File: src/rtl/arm_wb_pkg.sv
// Shared definitions for the write-back stage: register addressing and the
// layout of one buffered write-back entry.
package arm_wb_pkg;

    localparam int          REG_ADDR_W = 4;
    localparam logic [3:0]  PC_IDX     = 4'd15;
    localparam int          WB_DATA_W  = 32;

    typedef struct packed {
        logic                  wb_en;
        logic [REG_ADDR_W-1:0] dest;
        logic [WB_DATA_W-1:0]  value;
    } wb_entry_t;

endpackage

File: src/rtl/wb_fifo.sv
// Write-back buffer kept as a shift register: slot 0 is always the oldest
// entry, so slot index doubles as age order for the forwarding search.
module wb_fifo
    import arm_wb_pkg::*;
#(
    parameter int DEPTH  = 2,
    parameter int DATA_W = 32
) (
    input  logic                  clk,
    input  logic                  rst,
    input  logic                  push,
    input  logic                  pop,
    input  logic                  clear,
    input  logic                  push_wb_en,
    input  logic [REG_ADDR_W-1:0] push_dest,
    input  logic [DATA_W-1:0]     push_value,
    output logic                  full,
    output logic                  empty,
    output logic [DEPTH-1:0]      ent_valid,
    output logic [DEPTH-1:0]      ent_wb_en,
    output logic [REG_ADDR_W-1:0] ent_dest  [DEPTH],
    output logic [DATA_W-1:0]     ent_value [DEPTH]
);

    logic [DEPTH-1:0]      valid_q, valid_n;
    logic [DEPTH-1:0]      wb_en_q, wb_en_n;
    logic [REG_ADDR_W-1:0] dest_q  [DEPTH];
    logic [REG_ADDR_W-1:0] dest_n  [DEPTH];
    logic [DATA_W-1:0]     value_q [DEPTH];
    logic [DATA_W-1:0]     value_n [DEPTH];
    logic                  placed;

    always_comb begin
        valid_n = valid_q;
        wb_en_n = wb_en_q;
        dest_n  = dest_q;
        value_n = value_q;
        placed  = 1'b0;
        if (pop) begin
            for (int i = 0; i < DEPTH - 1; i++) begin
                valid_n[i] = valid_q[i+1];
                wb_en_n[i] = wb_en_q[i+1];
                dest_n[i]  = dest_q[i+1];
                value_n[i] = value_q[i+1];
            end
            valid_n[DEPTH-1] = 1'b0;
        end
        // Valid slots are contiguous from 0, so the first free slot is the tail.
        if (push) begin
            for (int i = 0; i < DEPTH; i++) begin
                if (!placed && !valid_n[i]) begin
                    valid_n[i] = 1'b1;
                    wb_en_n[i] = push_wb_en;
                    dest_n[i]  = push_dest;
                    value_n[i] = push_value;
                    placed     = 1'b1;
                end
            end
        end
    end

    always_ff @(posedge clk) begin
        if (!rst || clear) begin
            valid_q <= '0;
        end else begin
            valid_q <= valid_n;
        end
        wb_en_q <= wb_en_n;
        dest_q  <= dest_n;
        value_q <= value_n;
    end

    assign full      = &valid_q;
    assign empty     = !valid_q[0];
    assign ent_valid = valid_q;
    assign ent_wb_en = wb_en_q;
    assign ent_dest  = dest_q;
    assign ent_value = value_q;

endmodule

File: src/rtl/wb_stage.sv
// Write-back stage: buffers MEM results, retires them in order to the
// register file and offers combinational forwarding from buffered entries.
module wb_stage
    import arm_wb_pkg::*;
#(
    parameter int DEPTH  = 2,
    parameter int DATA_W = 32
) (
    input  logic                  clk,
    input  logic                  rst,
    input  logic                  in_valid,
    output logic                  in_ready,
    input  logic                  in_wb_en,
    input  logic                  in_mem_r_en,
    input  logic [REG_ADDR_W-1:0] in_dest,
    input  logic [DATA_W-1:0]     in_alu_res,
    input  logic [DATA_W-1:0]     in_mem_data,
    input  logic                  freeze,
    input  logic                  flush,
    output logic                  rf_we,
    output logic [REG_ADDR_W-1:0] rf_dest,
    output logic [DATA_W-1:0]     rf_value,
    input  logic [REG_ADDR_W-1:0] fwd_src1,
    input  logic [REG_ADDR_W-1:0] fwd_src2,
    output logic                  fwd_hit1,
    output logic                  fwd_hit2,
    output logic [DATA_W-1:0]     fwd_val1,
    output logic [DATA_W-1:0]     fwd_val2,
    output logic [31:0]           retired_cnt
);

    logic                  full;
    logic                  empty;
    logic [DEPTH-1:0]      ent_valid;
    logic [DEPTH-1:0]      ent_wb_en;
    logic [REG_ADDR_W-1:0] ent_dest  [DEPTH];
    logic [DATA_W-1:0]     ent_value [DEPTH];
    logic                  accept;
    logic                  retire;
    logic                  head_vis;
    logic [DATA_W-1:0]     push_value;
    logic [31:0]           retired_cnt_q;

    assign in_ready   = rst && !full && !flush;
    assign accept     = in_valid && in_ready;
    assign retire     = rst && !empty && !freeze && !flush;
    assign push_value = in_mem_r_en ? in_mem_data : in_alu_res;

    wb_fifo #(
        .DEPTH  (DEPTH),
        .DATA_W (DATA_W)
    ) u_fifo (
        .clk        (clk),
        .rst        (rst),
        .push       (accept),
        .pop        (retire),
        .clear      (flush),
        .push_wb_en (in_wb_en),
        .push_dest  (in_dest),
        .push_value (push_value),
        .full       (full),
        .empty      (empty),
        .ent_valid  (ent_valid),
        .ent_wb_en  (ent_wb_en),
        .ent_dest   (ent_dest),
        .ent_value  (ent_value)
    );

    // rst gating keeps the outputs quiet before the first reset edge lands.
    assign head_vis = rst && !empty;
    assign rf_we    = retire && ent_wb_en[0] && (ent_dest[0] != PC_IDX);
    assign rf_dest  = head_vis ? ent_dest[0]  : '0;
    assign rf_value = head_vis ? ent_value[0] : '0;

    // Scan oldest to youngest so the last match wins.
    always_comb begin
        fwd_hit1 = 1'b0;
        fwd_hit2 = 1'b0;
        fwd_val1 = '0;
        fwd_val2 = '0;
        for (int i = 0; i < DEPTH; i++) begin
            if (rst && ent_valid[i] && ent_wb_en[i] && ent_dest[i] != PC_IDX) begin
                if (ent_dest[i] == fwd_src1) begin
                    fwd_hit1 = 1'b1;
                    fwd_val1 = ent_value[i];
                end
                if (ent_dest[i] == fwd_src2) begin
                    fwd_hit2 = 1'b1;
                    fwd_val2 = ent_value[i];
                end
            end
        end
    end

    always_ff @(posedge clk) begin
        if (!rst) begin
            retired_cnt_q <= '0;
        end else if (retire) begin
            retired_cnt_q <= retired_cnt_q + 32'd1;
        end
    end

    assign retired_cnt = retired_cnt_q;

endmodule
File: config.mk
export PLATFORM = sky130hd
export DESIGN_NAME = wb_stage
export DESIGN_NICKNAME = d
export VERILOG_FILES = /design/src/rtl/arm_wb_pkg.sv /design/src/rtl/wb_fifo.sv /design/src/rtl/wb_stage.sv
export SDC_FILE = /design/constraint.sdc
export NUM_CORES = 1
export LEC_CHECK = 0
export ABC_CLOCK_PERIOD_IN_PS = 6900
export BUFFER_PORTS_ARGS = -buffer_cell sky130_fd_sc_hd__buf_2
export CORE_ASPECT_RATIO = 1.2
export CORE_UTILIZATION = 35
export DETAILED_ROUTE_END_ITERATION = 6
export PLACE_DENSITY_LB_ADDON = 0.1
export SYNTH_ARGS = -nofsm -noshare
export SYNTH_HDL_FRONTEND = slang
export SYNTH_HIERARCHICAL = 1
export SYNTH_SLANG_ARGS = --single-unit
File: constraint.sdc
create_clock -name clk -period 6.9 [get_ports clk]
set_clock_uncertainty 0.1 [all_clocks]
set_input_delay 2.07 -clock clk [delete_from_list [all_inputs] [get_ports clk]]
set_output_delay 2.07 -clock clk [all_outputs]
set_load 0.05 [all_outputs]
==> reports/qor.csv, run 1 <==
stage;metric;value;unit
run_status;outcome;completed;
cts;H-tree levels;3;
drt;initial drt markers;202;
setup_path;delay of the slowest critical-path stage;570;ps
floorplan;Die Width;126.3;µm
grt;global route overflow;0;
floorplan;# IOs;219;
layout;Final Non-Filler Cells;1051;
cts;Clock Latency Late Sink;350;ps
layout;share of cells above drive strength 1;47.82;%
power;Pwr Density;186.7;mW/mm²
sta;Slew Viols, Final;0;
grt;GRT Total Usage;20.25;%
sta;final setup margin;682.5;ps
sta;final hold vios;0;
drt;via-per-instance ratio;5.428;
drt;ANT nets after route;0;
sta;minimum clock period;6218;ps
floorplan;initial core utilization;35.72;%
layout;design area;0.008060;mm²
grt;met3 usage;3.073;%
layout;fill cell count;1744;
drt;vias;5705;
min_path;hold crit path type;reg2reg;
grt;GR peak layer;met2;
yosys;syn_area_per_cell;10.34;µm²
layout;commonest non-fill, non-tap cell in the layout;buf_2;
setup_path;critical path's most frequent cell;buf_2;
cts;post-CTS sizing;0;
setup_path;Arr. time, crit path;4050;ps
drt;drt pass-1 iters;4;
sta;Worst Max-Slew Pin Slew;1025;ps
setup_path;crit path capture type;output pin;
yosys;Yosys top cell by area;dfxtp_1;
cts;post-cts hold buffer count;0;
yosys;Synth Cell Area;0.006491;mm²
cts;CTS buffer count;9;
grt;global-route track usage on met2;35.72;%
drt;DRC;0;
grt;global-route wire length before repair;29880;µm
setup_path;Max FO, Critical Path;12;
floorplan;Rows;54;
setup_path;critical path type;in2out;
power;peak supply drop;0.1102;mV
job;MaxCap Viol Count;0;
cts;CTS root buffer;clkbuf_16;
yosys;Post-Synthesis Cells;628;
grt;largest net degree at the start of global routing;56;
cts;TritonCTS Sinks;108;
placement;DP HPWL;13070;µm
setup_path;startpoint types;input pin;
placement;RD Place Congestion;0.8495;
placement;Cell Area, Placed;0.007791;mm²
cts;CTS tree;built;
setup_path;Crit path required time;4730;ps
floorplan;Die Ht;151.2;µm
cts;Worst-path clk slew;70;ps
sta;setup total negative slack;0;ps
drt;WL final;19700;µm
sta;RSZ-0062 raised after global routing;false;
layout;most frequent cells in the layout;217 x buf_2, 108 x mux2_2, 71 x dfxtp_1;
sta;Achievable Freq;160.8;MHz
power;P_leak;3.725;nW
yosys;post-synth top area share;21.90;%
layout;# nets final;905;
grt;vias in the first global route;5535;
sta;fin crit share;90.11;%
setup_path;cell breakdown of the critical path;buf_2 > xor2_1 > nor4_1 > nand2_1 > buf_4 > o31ai_1 > buf_2;
cts;number of setup buffers added after CTS;0;
yosys;Yosys warning total;6;
yosys;post-synthesis sequential area ratio;39.01;%
placement;PortBufs;218;
placement;placed instance count;1034;
yosys;Synth Net Count;712;
yosys;Netlist cell types;42;
grt;antenna violations before repair;1;
grt;GR Util met1;25.19;%
floorplan;DIE AREA;0.01910;mm²
setup_path;Worst path slowest cell;nor4_1;
drt;drt wl/cell;18.75;µm
placement;Post-Place Setup Slack;783.4;ps
sta;slew margin rel.;31.46;%
cts;Max Root-Sink Buffers;2;
sta;Final setup viols;0;
yosys;top cells by area, synth;dfxtp_1 22%, mux2_2 19%, edfxtp_1 17%, mux2_4 6.9%, o31ai_1 3.7%;
yosys;Seq cells post-synth;108;
floorplan;core region area;0.01817;mm²
layout;Area Overhead vs Synth;24.17;%
==> metrics by stage <==
| step | total power [mW] | hold WS [ps] | utilization, % |
|---|---|---|---|
| global route | 1.573 | 419.4 | 44.33 |
| CTS | 1.517 | 393.7 | 44.33 |
| floorplan | 0.9488 | 434.2 | - |
| finish | 1.505 | 385.1 | 44.35 |
| detailed placement | 1.024 | 382.1 | 42.87 |
| global placement | 1.013 | 361.5 | 42.87 |
==> cell usage after synthesis (all sizes together) <==
library cell    n
and2           10
xnor2           1
o31a            1
mux2          138
or4b            1
o21ai           6
xor2           23
nand2b          2
o2bb2ai        19
clkbuf         33
mux2i           2
nor4            5
or2             1
nand2          17
and4            7
nor2           11
o211ai          1
edfxtp         37
nor2b           2
or4            19
dfxtp          71
o31ai          32
or3             3
ha              1
nor3           33
inv            37
o21a            1
and3           35
nor4b           1
nand4          12
buf            17
a21oi          24
nand3          25
==> final timing paths <==
kind	from	to	slack (ps)	cells past startpoint
worst max-delay path	fwd_src1[2]	fwd_val1[27]	680	7
worst min register to register	retired_cnt[31]$_SDFFE_PN0P_	retired_cnt[31]$_SDFFE_PN0P_	390	2
worst max register to register	u_fifo/ent_valid[0]$_SDFF_PP0_	u_fifo/ent_value[20]$_DFFE_PP_	3660	6
worst min-delay path	retired_cnt[31]$_SDFFE_PN0P_	retired_cnt[31]$_SDFFE_PN0P_	390	2
==> worst max-delay path: cells and delay by family <==
| kind | cells | cell delay (ps) |
|---|---|---|
| AND/OR/NAND/NOR | 2 | 760 |
| buffers and inverters | 3 | 700 |
| AO/OA/AOI/OAI | 1 | 370 |
| XOR/XNOR | 1 | 140 |
==> area by class of cell <==
cell class                 count  area [µm²]  area share (%)
multi-input combinational    433        3616           44.86
sequential                   108        2532           31.42
timing repair buffer         232        1224           15.18
tap                          224       280.3           3.477
clock buffer                   9       225.2           2.794
inverter                      37       138.9           1.723
clock inverter                 7       41.29          0.5123
antenna                        1       2.502         0.03105
==> registers in the layout, indices dropped and copies added, names as in the netlist <==
| signal | flops |
|---|---|
| u_fifo/ent_value | 64 |
| retired_cnt | 32 |
| u_fifo/ent_valid | 2 |
| u_fifo/ent_dest | 8 |
| u_fifo/ent_wb_en | 2 |
==> layer usage <==
metal | wire length, µm | vias up | part of all wire [%]
li1 | - | 2721 | -
met5 | 0 | - | 0
met4 | 256 | 0 | 1.3
met1 | 8762 | 2791 | 44
met3 | 894 | 17 | 4.5
met2 | 9789 | 176 | 50
==> report_power, final <==
part / internal [mW] / leakage (nW) / total (mW) / switching, mW
logic: 0.145 / 2.68 / 0.259 / 0.114
clock network: 0.244 / 0.130 / 0.495 / 0.251
registers: 0.711 / 0.919 / 0.751 / 0.0400
total: 1.10 / 3.73 / 1.50 / 0.405
==> kinds of logic (layout without fill, tap and decap cells) <==
group | Yosys count | in the layout | share of synthesized area [%]
buf+inv | 87 | 285 | 5.667
simple gates | 184 | 184 | 16.69
compound gates | 84 | 84 | 9.021
xor+xnor | 24 | 24 | 3.238
mux | 140 | 140 | 26.18
fa+ha+maj | 1 | 1 | 0.1927
other cells | 0 | 1 | 0
flops | 108 | 108 | 39.01
No activity file was read; power rests on OpenSTA's default activity.
==> run 2: changes to the inputs <==
--- a/config.mk
+++ b/config.mk
@@ -9,8 +9,10 @@
 export BUFFER_PORTS_ARGS = -buffer_cell sky130_fd_sc_hd__buf_2
 export CORE_ASPECT_RATIO = 1.2
 export CORE_UTILIZATION = 35
+export CTS_CLUSTER_DIAMETER = 50
 export DETAILED_ROUTE_END_ITERATION = 6
 export PLACE_DENSITY_LB_ADDON = 0.1
+export RECOVER_POWER = 50
 export SYNTH_ARGS = -nofsm -noshare
 export SYNTH_HDL_FRONTEND = slang
 export SYNTH_HIERARCHICAL = 1
==> run 2 against run 1 <==
  * The run now ends with capacitance limit, slew limit left
  * Critical path depth is the same
  * Register-to-register slack lost 1000 ps
  * Clock power about the same
  * Die area is the same
  * Cell count stayed put
  * Highest routed layer unchanged
  * Global-route usage is the same
  * Largest power group unchanged
  * Worst hold slack better by 4.9 ps
  * Utilization down 0.76 points
  * Total power shrank 1.2%
  * Combinational power decreased by 7%
  * First-iteration DRC count grew 5.0%
  * Cell area fell by 1.7%
==> reports/qor.csv, run 2 (synthesis gave the netlist of run 1 again) <==
stage;metric;value;unit;change
run_status;outcome;complete, but fails checks;;
run_status;failing checks;capacitance limit, slew limit;;
sta;final hold vios;0;;unchanged
setup_path;startpoint types;input pin;;
layout;commonest non-fill, non-tap cell in the layout;buf_2;;
setup_path;Max FO, Critical Path;19;;+7
drt;DRC;0;;unchanged
grt;GRT Total Usage;20.25;%;unchanged
sta;Slew Viols, Final;93;;+93
drt;vias;5658;;-0.82%
setup_path;crit path capture type;output pin;;
layout;fill cell count;1783;;+2.2%
cts;Clock Latency Late Sink;350;ps;about the same
sta;setup total negative slack;0;ps;unchanged
sta;worst hold margin;390.1;ps;+4.935 ps
sta;fin crit share;91.10;%;+0.99 points
drt;WL final;19680;µm;-0.12%
grt;global route overflow;0;;unchanged
cts;number of setup buffers added after CTS;0;;unchanged
layout;share of cells above drive strength 1;38.01;%;-9.8 points
floorplan;initial core utilization;35.72;%;unchanged
layout;# nets final;905;;unchanged
floorplan;DIE AREA;0.01910;mm²;unchanged
power;P_leak;3.505;nW;-5.9%
setup_path;delay of the slowest critical-path stage;740;ps;+170 ps
placement;RD Place Congestion;0.8495;;unchanged
sta;Achievable Freq;159.1;MHz;-1.1%
drt;initial drt markers;212;;+5.0%
cts;post-cts hold buffer count;0;;unchanged
sta;slew margin rel.;-50.62;%;-82 points
cts;CTS root buffer;clkbuf_16;;
cts;CTS buffer count;9;;unchanged
cts;Worst-path clk slew;70;ps;about the same
grt;global-route wire length before repair;29880;µm;unchanged
placement;DP HPWL;13070;µm;unchanged
grt;largest net degree at the start of global routing;56;;unchanged
min_path;hold crit path type;reg2reg;;
setup_path;critical path type;in2out;;
cts;post-CTS sizing;0;;unchanged
setup_path;Arr. time, crit path;4120;ps;+70 ps
sta;RSZ-0062 raised after global routing;false;;
setup_path;Worst path slowest cell;or4b_2;;
floorplan;Die Width;126.3;µm;unchanged
min_path;Hold Startpoint;retired_cnt[31]$_SDFFE_PN0P_;;
layout;Area Overhead vs Synth;22.05;%;
drt;ANT nets after route;0;;unchanged
layout;max reg flops;64;;unchanged
power;peak supply drop;0.1102;mV;about the same
cts;CTS tree;built;;
setup_path;worst reg2reg startpoint;u_fifo/ent_valid[0]$_SDFF_PP0_;;
floorplan;# IOs;219;;unchanged
grt;vias in the first global route;5535;;unchanged
setup_path;Crit path required time;4730;ps;about the same
sta;Final setup viols;0;;unchanged
floorplan;Rows;54;;unchanged
cts;H-tree levels;3;;unchanged
placement;PortBufs;218;;unchanged
job;MaxCap Viol Count;3;;+3
drt;drt pass-1 iters;4;;unchanged
setup_path;cell breakdown of the critical path;clkbuf_1 > nand3_1 > or4b_2 > o211ai_2 > buf_4 > o2bb2ai_1 > buf_2;;
cts;TritonCTS Sinks;108;;unchanged
drt;via-per-instance ratio;5.383;;-0.82%
setup_path;Critical Path Start;rst;;
power;Pwr Density;187.6;mW/mm²;+0.48%
sta;minimum clock period;6286;ps;+68.53 ps
cts;Max Root-Sink Buffers;2;;unchanged
grt;antenna violations before repair;1;;unchanged
floorplan;Die Ht;151.2;µm;unchanged
floorplan;core region area;0.01817;mm²;unchanged
sta;Worst Max-Slew Pin Slew;2254;ps;+1229 ps
layout;most frequent cells in the layout;181 x buf_2, 80 x mux2_2, 71 x dfxtp_1;;
drt;drt wl/cell;18.72;µm;-0.12%
-- run 2: changes by cell type in the layout (fill, tap and decap cells not counted), sizes merged --
| cell | change |
|---|---|
| buf | -36 |
| clkbuf | +36 |
-- run 2: worst paths after layout --
kind / cells past startpoint / slack [ps] / end
max: 7 / 610 / fwd_val1[16]
min: 2 / 390 / retired_cnt[31]$_SDFFE_PN0P_
max reg2reg: 6 / 2640 / u_fifo/ent_value[20]$_DFFE_PP_
min reg2reg: 2 / 390 / retired_cnt[31]$_SDFFE_PN0P_
-- run 2: area by class of cell --
cell class / count / area [µm²] / area share, %
timing repair buffer: 232 / 1179 / 14.88
antenna: 1 / 2.502 / 0.03159
clock inverter: 7 / 41.29 / 0.5212
sequential: 108 / 2532 / 31.96
tap: 224 / 280.3 / 3.538
multi-input combinational: 433 / 3523 / 44.47
clock buffer: 9 / 225.2 / 2.843
inverter: 37 / 138.9 / 1.753
-- run 2: critical path: cells and delay by family --
family                 cells  cell delay, ps
AND/OR/NAND/NOR            2             930
buffers and inverters      3             790
AO/OA/AOI/OAI              2             300
-- run 2: metal layers --
metal | global-route usage (%) | share of wire, % | up-vias
met4 | 6.807 | 1.1 | 0
met2 | 35.72 | 50 | 164
met5 | 0 | 0 | -
li1 | - | - | 2721
met3 | 3.073 | 4.6 | 13
met1 | 25.19 | 45 | 2760
-- run 2: report_power, final --
| part | total, mW | internal [mW] | switching (mW) |
|---|---|---|---|
| sequential | 0.751 | 0.711 | 0.0402 |
| combinational | 0.242 | 0.130 | 0.113 |
| clock | 0.493 | 0.244 | 0.249 |
| total | 1.49 | 1.08 | 0.401 |
-- run 2: metrics by stage --
| stage | std cells | setup slack, ps | util [%] | power [mW] | area (µm²) |
|---|---|---|---|---|---|
| after floorplan | 628 | 563.2 | - | 0.9488 | 6491 |
| after global placement | 1034 | 829.5 | 42.87 | 1.013 | 7791 |
| after detailed placement | 1034 | 783.4 | 42.87 | 1.024 | 7791 |
| after CTS | 1050 | 771.4 | 44.33 | 1.517 | 8058 |
| after global routing | 1050 | 489.4 | 43.58 | 1.557 | 7920 |
| final | 1051 | 613.9 | 43.59 | 1.486 | 7923 |
==> run 3: changes to the inputs <==
--- a/config.mk
+++ b/config.mk
@@ -5,7 +5,7 @@
 export SDC_FILE = /design/constraint.sdc
 export NUM_CORES = 1
 export LEC_CHECK = 0
-export ABC_CLOCK_PERIOD_IN_PS = 6900
+export ABC_CLOCK_PERIOD_IN_PS = 8070
 export BUFFER_PORTS_ARGS = -buffer_cell sky130_fd_sc_hd__buf_2
 export CORE_ASPECT_RATIO = 1.2
 export CORE_UTILIZATION = 35
==> constraint.sdc (replaced) <==
create_clock -name clk -period 8.07 [get_ports clk]
set_clock_uncertainty 0.1 [all_clocks]
set_input_delay 2.421 -clock clk [delete_from_list [all_inputs] [get_ports clk]]
set_output_delay 2.421 -clock clk [all_outputs]
set_load 0.05 [all_outputs]
==> run 3 against run 2 <==
  * The run still ends with capacitance limit, slew limit left
  * Worst hold slack better by 1.0 ps
  * Sequential cell count stayed put
  * Sequential share of layout area is 0.14 points lower
  * Utilization is 0.19 points higher
  * Critical endpoint is now fwd_val1[2]
==> reports/qor.csv, run 3 (synthesis gave the netlist of run 1 again) <==
stage;metric;value;unit;change
drt;via-per-instance ratio;5.364;;-0.36%
power;Clock power frac;34.1;%;+0.9 points
grt;antenna violations before repair;1;;unchanged
cts;CTS root buffer;clkbuf_16;;
power;peak supply drop;0.1167;mV;+6.0%
layout;fill cell count;1810;;+1.5%
sta;setup total negative slack;0;ps;unchanged
min_path;Hold Startpoint;retired_cnt[31]$_SDFFE_PN0P_;;
setup_path;reg2reg path depth;6;;unchanged
placement;DP HPWL;13300;µm;+1.8%
job;MaxCap Viol Count;2;;-1
floorplan;initial core utilization;35.72;%;unchanged
drt;drt wl/cell;18.51;µm;-1.1%
layout;most frequent cells in the layout;180 x buf_2, 79 x mux2_2, 71 x dfxtp_1;;
sta;Achievable Freq;135.9;MHz;
cts;number of setup buffers added after CTS;0;;unchanged
drt;vias;5627;;-0.55%
cts;Clock Latency Late Sink;350;ps;about the same
sta;Worst Max-Slew Pin Slew;3164;ps;+910.2 ps
layout;Final Non-Filler Cells;1049;;-0.19%
layout;design area;0.007958;mm²;+0.44%
floorplan;DIE AREA;0.01910;mm²;unchanged
placement;PortBufs;218;;unchanged
cts;Worst-path clk slew;70;ps;about the same
placement;Cell Area, Placed;0.007749;mm²;-0.55%
setup_path;Max FO, Critical Path;16;;-3
cts;TritonCTS Sinks;108;;unchanged
layout;share of cells above drive strength 1;39.44;%;+1.4 points
cts;post-cts hold buffer count;0;;unchanged
layout;commonest non-fill, non-tap cell in the layout;buf_2;;
run_status;outcome;complete, but fails checks;;
cts;post-CTS sizing;0;;unchanged
power;Internal;0.9696;mW;-11%
power;Reg power frac;49.1;%;-1.4 points
drt;ANT nets after route;0;;unchanged
sta;minimum clock period;7357;ps;
sta;worst hold margin;391.1;ps;+1.000 ps
min_path;Hold EP;retired_cnt[31]$_SDFFE_PN0P_;;
min_path;hold crit path type;reg2reg;;
layout;# nets final;903;;-0.22%
drt;DRC;0;;unchanged
sta;Slew Viols, Final;89;;-4.3%
setup_path;worst reg2reg startpoint;u_fifo/ent_valid[0]$_SDFF_PP0_;;
cts;H-tree levels;3;;unchanged
floorplan;Die Width;126.3;µm;unchanged
sta;RSZ-0062 raised after global routing;false;;
drt;initial drt markers;244;;+15%
cts;Max Root-Sink Buffers;2;;unchanged
power;Net Sw Frac;25.87;%;-1.1 points
drt;drt pass-1 iters;4;;unchanged
setup_path;minimum setup slack among reg-to-reg paths;2890;ps;+250 ps
floorplan;# IOs;219;;unchanged
grt;global-route wire length before repair;30260;µm;+1.2%
layout;max reg flops;64;;unchanged
floorplan;Rows;54;;unchanged
floorplan;Die Ht;151.2;µm;unchanged
setup_path;critical path type;in2out;;
sta;slew margin rel.;-110.9;%;-60 points
sta;fin crit share;91.17;%;
grt;global route overflow;0;;unchanged
sta;Final setup viols;0;;unchanged
grt;vias in the first global route;5699;;+3.0%
grt;largest net degree at the start of global routing;56;;unchanged
setup_path;Arr. time, crit path;4840;ps;+720 ps
setup_path;startpoint types;input pin;;
power;Switch Pwr;0.3384;mW;-16%
power;Pwr Density;164.4;mW/mm²;-12%
floorplan;core region area;0.01817;mm²;unchanged
power;P_leak;3.551;nW;+1.3%
setup_path;crit path capture type;output pin;;
sta;final hold vios;0;;unchanged
power;combinational power share;16.8;%;+0.5 points
layout;final core area utilization;43.78;%;+0.19 points
placement;placed instance count;1032;;-0.19%
grt;GRT Total Usage;20.50;%;+0.26 points
placement;RD Place Congestion;0.8832;;+4.0%
drt;WL final;19420;µm;-1.3%
setup_path;Crit path required time;5550;ps;+820 ps
layout;Area Overhead vs Synth;22.59;%;
run_status;failing checks;capacitance limit, slew limit;;
cts;CTS buffer count;9;;unchanged
cts;CTS tree;built;;
min_path;hold-critical path depth;2;;unchanged
setup_path;reg2reg end;u_fifo/ent_value[19]$_DFFE_PP_;;
[run 3: worst max path at each step]
stage	cells after the start	slack, ps	end	from
2_1_floorplan	5	1030	fwd_val1[11]	fwd_src1[2]
3_3_place_gp	5	960	fwd_val1[0]	rst
3_5_place_dp	5	830	fwd_val1[2]	rst
4_1_cts	5	800	fwd_val1[2]	rst
5_1_grt	6	450	retired_cnt[31]$_SDFFE_PN0P_	rst
6_report	5	710	fwd_val1[2]	rst
[run 3: area by class of cell]
| type | instances | area, µm² | share of cell area, % |
|---|---|---|---|
| Multi-Input combinational cell | 433 | 3583 | 45.03 |
| Sequential cell | 108 | 2532 | 31.82 |
| Timing Repair Buffer | 230 | 1127 | 14.17 |
| Tap cell | 224 | 280.3 | 3.522 |
| Clock buffer | 10 | 229.0 | 2.877 |
| Inverter | 37 | 138.9 | 1.745 |
| Clock inverter | 6 | 63.81 | 0.8019 |
| Antenna cell | 1 | 2.502 | 0.03145 |
[run 3: power by group through the flow]
stage	sequential [mW]	combinational [mW]	clock (mW)
floorplan	0.643	0.169	0
detailed placement	0.655	0.224	0
global placement	0.652	0.218	0
CTS	0.642	0.225	0.463
global route	0.649	0.240	0.484
finish	0.643	0.220	0.446
[run 3: through the flow]
stage | power [mW] | setup slack, ps
2_1_floorplan | 0.8113 | 1031
3_3_place_gp | 0.8699 | 956.2
3_5_place_dp | 0.8787 | 827.0
4_1_cts | 1.330 | 799.7
5_1_grt | 1.374 | 448.6
6_report | 1.308 | 712.7
[run 3: critical path, stage by stage]
cell      delay [ps]
clkbuf_1         250
and4_1           670
nand2_1          640
o31ai_1          490
buf_2            340
[run 3: layer usage]
metal  vias up  GRT usage [%]  wire length, µm
met5         -              0                0
met4         0          6.687              261
met3        15          3.886             1079
met2       158          35.99             9482
met1      2735          25.26             8596
li1       2719              -                -
